===== src/rtl/instr_fetch_pkg.sv =====
// Shared constants and types for the PIC10F20x instruction-fetch slice.
// Optional FETCH_FLUSH_CNT_EN adds a squashed-slot counter to instr_fetch.
package instr_fetch_pkg;

  localparam int PIC_INSTR_WIDTH        = 12;
  localparam int L2_PIC_INSTR_MEM_DEPTH = 9;
  localparam int STACK_DEPTH            = 2;

  typedef logic [L2_PIC_INSTR_MEM_DEPTH-1:0] pc_t;
  typedef logic [PIC_INSTR_WIDTH-1:0]        instr_t;

  localparam pc_t    RESET_VECTOR = 9'h1FF;
  localparam pc_t    PC_ONE       = 9'h001;
  localparam instr_t INSTR_NOP    = 12'h000;

  typedef enum logic {
    S_FILL = 1'b0,
    S_RUN  = 1'b1
  } fetch_state_e;

endpackage


===== src/rtl/instr_fetch_call_stack.sv =====
// Hardware return stack: push shifts down, pop shifts up.
// Overflow drops the oldest entry; underflow repeats the bottom entry.
module instr_fetch_call_stack
  import instr_fetch_pkg::*;
#(
  parameter int DEPTH = STACK_DEPTH
) (
  input  logic                              clk,
  input  logic                              rst,
  input  logic                              push,
  input  logic                              pop,
  input  logic [L2_PIC_INSTR_MEM_DEPTH-1:0] din,
  output logic [L2_PIC_INSTR_MEM_DEPTH-1:0] top
);

  pc_t stk [DEPTH];

  always_ff @(posedge clk) begin
    if (rst) begin
      for (int i = 0; i < DEPTH; i++)
        stk[i] <= '0;
    end else if (push) begin
      stk[0] <= din;
      for (int i = 1; i < DEPTH; i++)
        stk[i] <= stk[i-1];
    end else if (pop) begin
      for (int i = 0; i < DEPTH - 1; i++)
        stk[i] <= stk[i+1];
    end
  end

  assign top = stk[0];

endmodule


===== src/rtl/instr_fetch.sv =====
// PC / fetch stage with 1-slot redirect squash and return stack.
// Define FETCH_FLUSH_CNT_EN to expose a saturating flush_count output.
module instr_fetch
  import instr_fetch_pkg::*;
(
  input  logic                              clk,
  input  logic                              rst,
  input  logic                              en,
  output logic [L2_PIC_INSTR_MEM_DEPTH-1:0] imem_addr,
  input  logic [PIC_INSTR_WIDTH-1:0]        imem_rdata,
  output logic [PIC_INSTR_WIDTH-1:0]        instruction,
  output logic                              instr_valid,
  output logic [L2_PIC_INSTR_MEM_DEPTH-1:0] instr_addr,
  input  logic                              goto_enable,
  input  logic [L2_PIC_INSTR_MEM_DEPTH-1:0] goto_addr,
  input  logic                              call_enable,
  input  logic [L2_PIC_INSTR_MEM_DEPTH-1:0] call_addr,
  input  logic                              ret_enable,
  input  logic                              skip_req
`ifdef FETCH_FLUSH_CNT_EN
  ,
  output logic [15:0]                       flush_count
`endif
);

  fetch_state_e state, state_nxt;

  pc_t    pc;
  pc_t    stk_top;
  instr_t hold_instr;
  logic   stall_q;
  logic   run;
  logic   live;
  logic   push;
  logic   pop;
  logic   squash;

  always_ff @(posedge clk) begin
    if (rst)
      state <= S_FILL;
    else if (en)
      state <= state_nxt;
  end

  always_comb begin
    state_nxt = state;
    run       = 1'b0;
    unique case (state)
      S_FILL: state_nxt = S_RUN;
      S_RUN:  run = 1'b1;
      default: state_nxt = S_FILL;
    endcase
  end

  always_comb begin
    live   = en & run;
    push   = live & call_enable;
    pop    = live & ret_enable & ~call_enable;
    squash = live & (goto_enable | call_enable |
                     ret_enable | skip_req);

    imem_addr = pc;
    if (push)
      imem_addr = call_addr;
    else if (pop)
      imem_addr = stk_top;
    else if (live & goto_enable)
      imem_addr = goto_addr;

    instr_valid = run & ~squash;
    instruction = INSTR_NOP;
    if (instr_valid)
      instruction = stall_q ? hold_instr : imem_rdata;
  end

  // Memory keeps clocking during a stall, so the presented word is
  // captured on the first stalled edge and replayed until en returns.
  always_ff @(posedge clk) begin
    if (rst) begin
      pc         <= RESET_VECTOR;
      instr_addr <= '0;
      stall_q    <= 1'b0;
      hold_instr <= INSTR_NOP;
    end else begin
      stall_q <= ~en;
      if (en) begin
        pc         <= imem_addr + PC_ONE;
        instr_addr <= imem_addr;
      end else if (!stall_q) begin
        hold_instr <= imem_rdata;
      end
    end
  end

  instr_fetch_call_stack #(
    .DEPTH (STACK_DEPTH)
  ) u_stack (
    .clk  (clk),
    .rst  (rst),
    .push (push),
    .pop  (pop),
    .din  (instr_addr),
    .top  (stk_top)
  );

`ifdef FETCH_FLUSH_CNT_EN
  always_ff @(posedge clk) begin
    if (rst)
      flush_count <= '0;
    else if (squash && flush_count != 16'hFFFF)
      flush_count <= flush_count + 16'd1;
  end
`endif

  always_ff @(posedge clk) begin
    if (!rst && live)
      assert ($countones({goto_enable, call_enable, ret_enable}) < 2)
        else $error("instr_fetch: multiple redirect pulses");
  end

endmodule


===== config.mk =====
export PLATFORM = sky130hd
export DESIGN_NAME = instr_fetch
export DESIGN_NICKNAME = d
export VERILOG_FILES = /design/src/rtl/instr_fetch_pkg.sv /design/src/rtl/instr_fetch_call_stack.sv /design/src/rtl/instr_fetch.sv
export SDC_FILE = /design/constraint.sdc
export NUM_CORES = 1
export LEC_CHECK = 0
export CAP_MARGIN = 20
export CELL_PAD_IN_SITES_DETAIL_PLACEMENT = 0
export CELL_PAD_IN_SITES_GLOBAL_PLACEMENT = 1
export CORE_ASPECT_RATIO = 1.1
export CORE_MARGIN = 2
export CORE_UTILIZATION = 35
export CTS_BUF_LIST = sky130_fd_sc_hd__clkbuf_4 sky130_fd_sc_hd__clkbuf_8 sky130_fd_sc_hd__clkbuf_16
export DETAILED_ROUTE_END_ITERATION = 16
export PLACE_DENSITY_LB_ADDON = 0.15
export SYNTH_ARGS = -nofsm -noshare
export SYNTH_HDL_FRONTEND = slang
export SYNTH_SLANG_ARGS = --single-unit

===== constraint.sdc =====
create_clock -name clk -period 2.7 [get_ports clk]
set_input_delay 0.675 -clock clk [delete_from_list [all_inputs] [get_ports clk]]
set_output_delay 0.675 -clock clk [all_outputs]
set_load 0.005 [all_outputs]

-- Word level (Yosys, flattened, before mapping)
Memory sizes are Yosys's and may differ from the RTL's.
Index checks and enable logic that the tools add are counted.
Widths: inputs -> output; s select.
- register bits after elaboration: 32
- RAM bits: 18
- output and inout bits: 31
- logic and storage cells: 41
- memories: 1
- memory list (name ; depth ; width ; read ports ; clocked after Yosys merged registers in ; wr ports ; line ; RTL):
    u_stack.stk ; 2 ; 9 ; 2 ; 0 ; 2 ; instr_fetch_call_stack.sv:16 ; pc_t stk [DEPTH];
- $add $sub $neg: 1
- multiplexer cells: 18
- bitwise operators: 16
- operator list (cell ; count):
    $mux 9 ; 6
    $mux 12 ; 2
    $mux 1 ; 10
    $add 9x1->9 const B ; 1
    $and 1x1->1 ; 7
    $or 1x1->1 ; 6
    $not 1->1 ; 3

-- Depth between registers and ports, before layout
- word-level depth: 9
- gate-level depth with buffers: 8
- gate-level depth less buffers: 6

-- Hierarchy
Synthesis repeated with hierarchy kept, for this count alone.
- cells, all modules: 298
- area total of the unflattened synthesis: 2706.3 um^2
- modules (own cells, without submodules) (module ; times used ; cells each ; area each (um^2)):
    instr_fetch ; 1 ; 240 ; 1924.3
    instr_fetch_call_stack ; 1 ; 58 ; 782.0

-- Worst setup path after synthesis
No wires, ideal clock.
- kind: in2out
- start point: input call_enable
- end point: output instruction[10]
- data arrival time: 1.871 ns
- data required time: 2.025 ns
- path slack: 0.154 ns
- cell stages on the path: 6
- buffers on the path: 3
- path through: buf_2 > buf_1 > nor4_1 > o21ai_0 > clkbuf_1 > nor2_1
- word-level cells in the longest chain between the ends: 7
- RTL lines (element ; line ; RTL):
    start, declared ; instr_fetch.sv:16 ; input logic call_enable,
    $or 1x1->1 (2 in a row) ; instr_fetch.sv:59 ; squash = live & (goto_enable | call_enable |
    $or 1x1->1 ; instr_fetch.sv:60 ; ret_enable | skip_req);
    $and 1x1->1 ; instr_fetch.sv:59 ;
    $not 1->1 ; instr_fetch.sv:70 ; instr_valid = run & ~squash;
    $and 1x1->1 ; instr_fetch.sv:70 ;
    $mux 12 ; instr_fetch.sv:72 ; if (instr_valid)
    end, declared ; instr_fetch.sv:11 ; output logic [PIC_INSTR_WIDTH-1:0] instruction,
No other way between the ends.

-- Final worst setup path
- start point: input goto_addr[2]
- end point: output imem_addr[2]
- word-level cells in the longest chain between the ends: 3
- RTL lines (element ; line ; RTL):
    start, declared ; instr_fetch.sv:15 ; input logic [L2_PIC_INSTR_MEM_DEPTH-1:0] goto_addr,
    $mux 9 ; instr_fetch.sv:67 ; else if (live & goto_enable)
    $mux 9 ; instr_fetch.sv:65 ; else if (pop)
    $mux 9 ; instr_fetch.sv:63 ; if (push)
    end, declared ; instr_fetch.sv:9 ; output logic [L2_PIC_INSTR_MEM_DEPTH-1:0] imem_addr,
No other way between the ends.

==> run summary <==
status: complete, no violations
Layout area overhead: 49.1%
critical path type: in -> out
Syn Area/Cell: 8.99 µm²
final worst slack: 0.0446 ns
skew final: 0.00413 ns
power density cells: 473 nW/µm²
Tcrit/Tclk final: 0.983
Post-synth ARST share: 0
pre-CTS worst setup slack: -0.705 ns
Net Sw Frac: 0.281
Synth area leader: dfxtp_1
critical path arrival: 1.98 ns
Final HPWL DP: 5620 µm
top-count cell post-synth: nand2_1
worst-margin pin slew: 0.847 ns
RSZ-0062 raised after global routing: true
vias in the first global route: 2413
routed length per instance: 15.8 µm
Pins Over Slew Limit: 0
Cell Area, Synth: 2570 µm²
Final Hold Vio Count: 0
ANT cells: 0
worst IR drop on VDD: 0.291 mV
Worst Path Max Fanout: 2
Max Fclk: 0.377 GHz
drc violations: 0
Internal Power: 0.00130 W
number of library cell types mapped by synthesis: 50
number of flops mapped to enable cells by yosys: 18
1st-iter DRT viols: 110
Placer Congestion: 0.853
row cnt: 32
clock-pin slew on the worst setup and hold paths: 0.09 ns
fillcell total: 678
TritonRoute pass-1 iters: 4
H-tree depth: 2
power share of the clock group: 0.246
Synth area leaders: dfxtp_1 (25%), edfxtp_1 (21%), mux2i_1 (5.8%), nand2_1 (5.1%), nor2_1 (5.0%)
clock sink count: 50
Rel. slew slack: 0.433
nets: 433
top cells by count, synth: nand2_1 (35), nor2_1 (34), dfxtp_1 (32), a21oi_1 (21), edfxtp_1 (18)
startpoint types: primary input
crit end category: output port
Root Driver: clkbuf_8
hold slack: 0.458 ns
Flop pwr share: 0.483
register area share after synthesis: 0.460
Tot Pwr: 0.00181 W
Chip Width: 85.7 µm
net switching power: 0.000509 W
vias: 2498
initial antenna violation count: 0
minimum clock period: 2.66 ns
MaxCap Viol Count: 0
Logic pwr share: 0.271
largest net degree at the start of global routing: 21
Synth Warn #: 0
cts bufs inserted: 5
CP Cell Sequence: clkdlybuf4s50_1 -> and3b_1 -> o211ai_1 -> and2_4 -> inv_1 -> dlygate4sd2_1
Leakage: 1.62 nW
worst skew pair latency: 0.30 ns
final setup violation count: 0
CTS tree: done
chip height: 93.9 µm
Post-Syn Nets: 323
CP max stage delay: 0.40 ns
Die Area: 8040 µm²
Global Route Usage Sum: 0.200
Post-CTS Hold Fix Bufs: 0
Synth top area share: 0.249
Post-Route WL: 7610 µm
Hold Path Class: reg -> reg
cell at the slowest stage of the critical path: clkdlybuf4s50_1
GRT overflow: 0
Synth Flop Type: dfxtp_1
ANT nets after route: 0
Syn Inst Count: 286
vias per cell: 5.18
first-pass GRT wire length: 12400 µm
Ports: 68
Synth Register Bits: 50
PortBufs: 67
Req. time, crit path: 2.03 ns
Longest Clk Path Bufs: 2
CORE AREA: 7050 µm²
share of cells above drive strength 1: 0.222
Initial Utilization: 0.365
## final timing paths
| check | from | end | slack, ns | cells past startpoint |
|---|---|---|---|---|
| worst max register to register | state | pc[8] | 0.39 | 10 |
| worst min register to register | hold_instr[2] | hold_instr[2] | 0.46 | 2 |
| worst min-delay path | hold_instr[2] | hold_instr[2] | 0.46 | 2 |
| worst max-delay path | goto_addr[2] | imem_addr[2] | 0.04 | 6 |
## power by group through the flow
stage / Clock, W / Combinational (W) / Sequential (W)
CTS: 0.000456 / 0.000487 / 0.000875
detailed placement: 0 / 0.000480 / 0.000891
global placement: 0 / 0.000478 / 0.000889
finish: 0.000447 / 0.000492 / 0.000876
floorplan: 0 / 0.000216 / 0.000880
global route: 0.000483 / 0.000542 / 0.000882
## critical path, delay by kind of cell
| family | cells | cell delay, ns |
|---|---|---|
| and+or+nand+nor | 2 | 0.36 |
| AOI/OAI and AO/OA | 1 | 0.25 |
| buffers and inverters | 3 | 0.69 |
## cells by family after synthesis
group	Yosys count	share of synthesized area
AOI/OAI and AO/OA	70	0.198
buffers and inverters	29	0.0477
xor gates and xnor gates	4	0.0136
and+or+nand+nor	118	0.223
muxes	15	0.0584
DFF	50	0.460
## cell type report
| cell class | instances | area (µm²) | share of cell area |
|---|---|---|---|
| Timing Repair Buffer | 123 | 1070 | 0.279 |
| Inverter | 9 | 33.8 | 0.00881 |
| Sequential cell | 50 | 1180 | 0.308 |
| Clock inverter | 2 | 13.8 | 0.00359 |
| Multi-Input combinational cell | 207 | 1350 | 0.353 |
| Clock buffer | 6 | 76.3 | 0.0199 |
| Tap cell | 85 | 106 | 0.0278 |
## metal layers
layer | vias to the layer above | global-route usage | share of wire
met1 | 1165 | 0.298 | 0.49
met2 | 87 | 0.296 | 0.43
met3 | 11 | 0.0369 | 0.063
met5 | - | 0 | 0
li1 | 1235 | - | -
met4 | 0 | 0.0542 | 0.018
## cells in the final DEF (no fill, tap or decap), types with 3 or more instances in the layout
cell type,synthesis,final
a21boi_0,3,3
a22o_1,9,9
a21oi_1,21,21
and2_4,0,3
o21a_1,3,3
nand2_1,35,35
a211oi_1,3,3
buf_4,0,51
nor2_1,34,34
dfxtp_1,32,32
mux2i_1,15,15
buf_6,1,5
a21o_1,5,5
nor3_1,11,11
edfxtp_1,18,18
clkdlybuf4s50_1,0,40
clkbuf_8,0,5
dlygate4sd2_1,0,21
buf_2,5,3
and2_1,12,9
a41oi_2,0,3
and3b_1,4,4
xnor2_1,3,3
nand2b_1,7,6
inv_1,8,7
## flip-flops by register name, indices dropped and copies added (netlist names)
signal,cells
state,1
instr_addr,9
stall_q,1
u_stack.stk,18
pc,9
hold_instr,12
## metrics by stage
| step | cell area (µm²) | setup TNS, ns | instances | utilization |
|---|---|---|---|---|
| floorplan | 2570 | 0 | 286 | - |
| detailed placement | 3610 | -17.92 | 465 | 0.512 |
| global route | 3830 | -0.0174 | 482 | 0.544 |
| global placement | 3600 | -18.28 | 464 | 0.511 |
| finish | 3830 | 0 | 482 | 0.544 |
| CTS | 3790 | 0 | 481 | 0.538 |
## what timing repair did
action                     CTS  global route
resized for setup           64             8
buffers inserted             6             1
setup endpoints to repair   23             6
pin swaps                    9             7
gates cloned                 2             0
(Power assumes the default switching activity.)
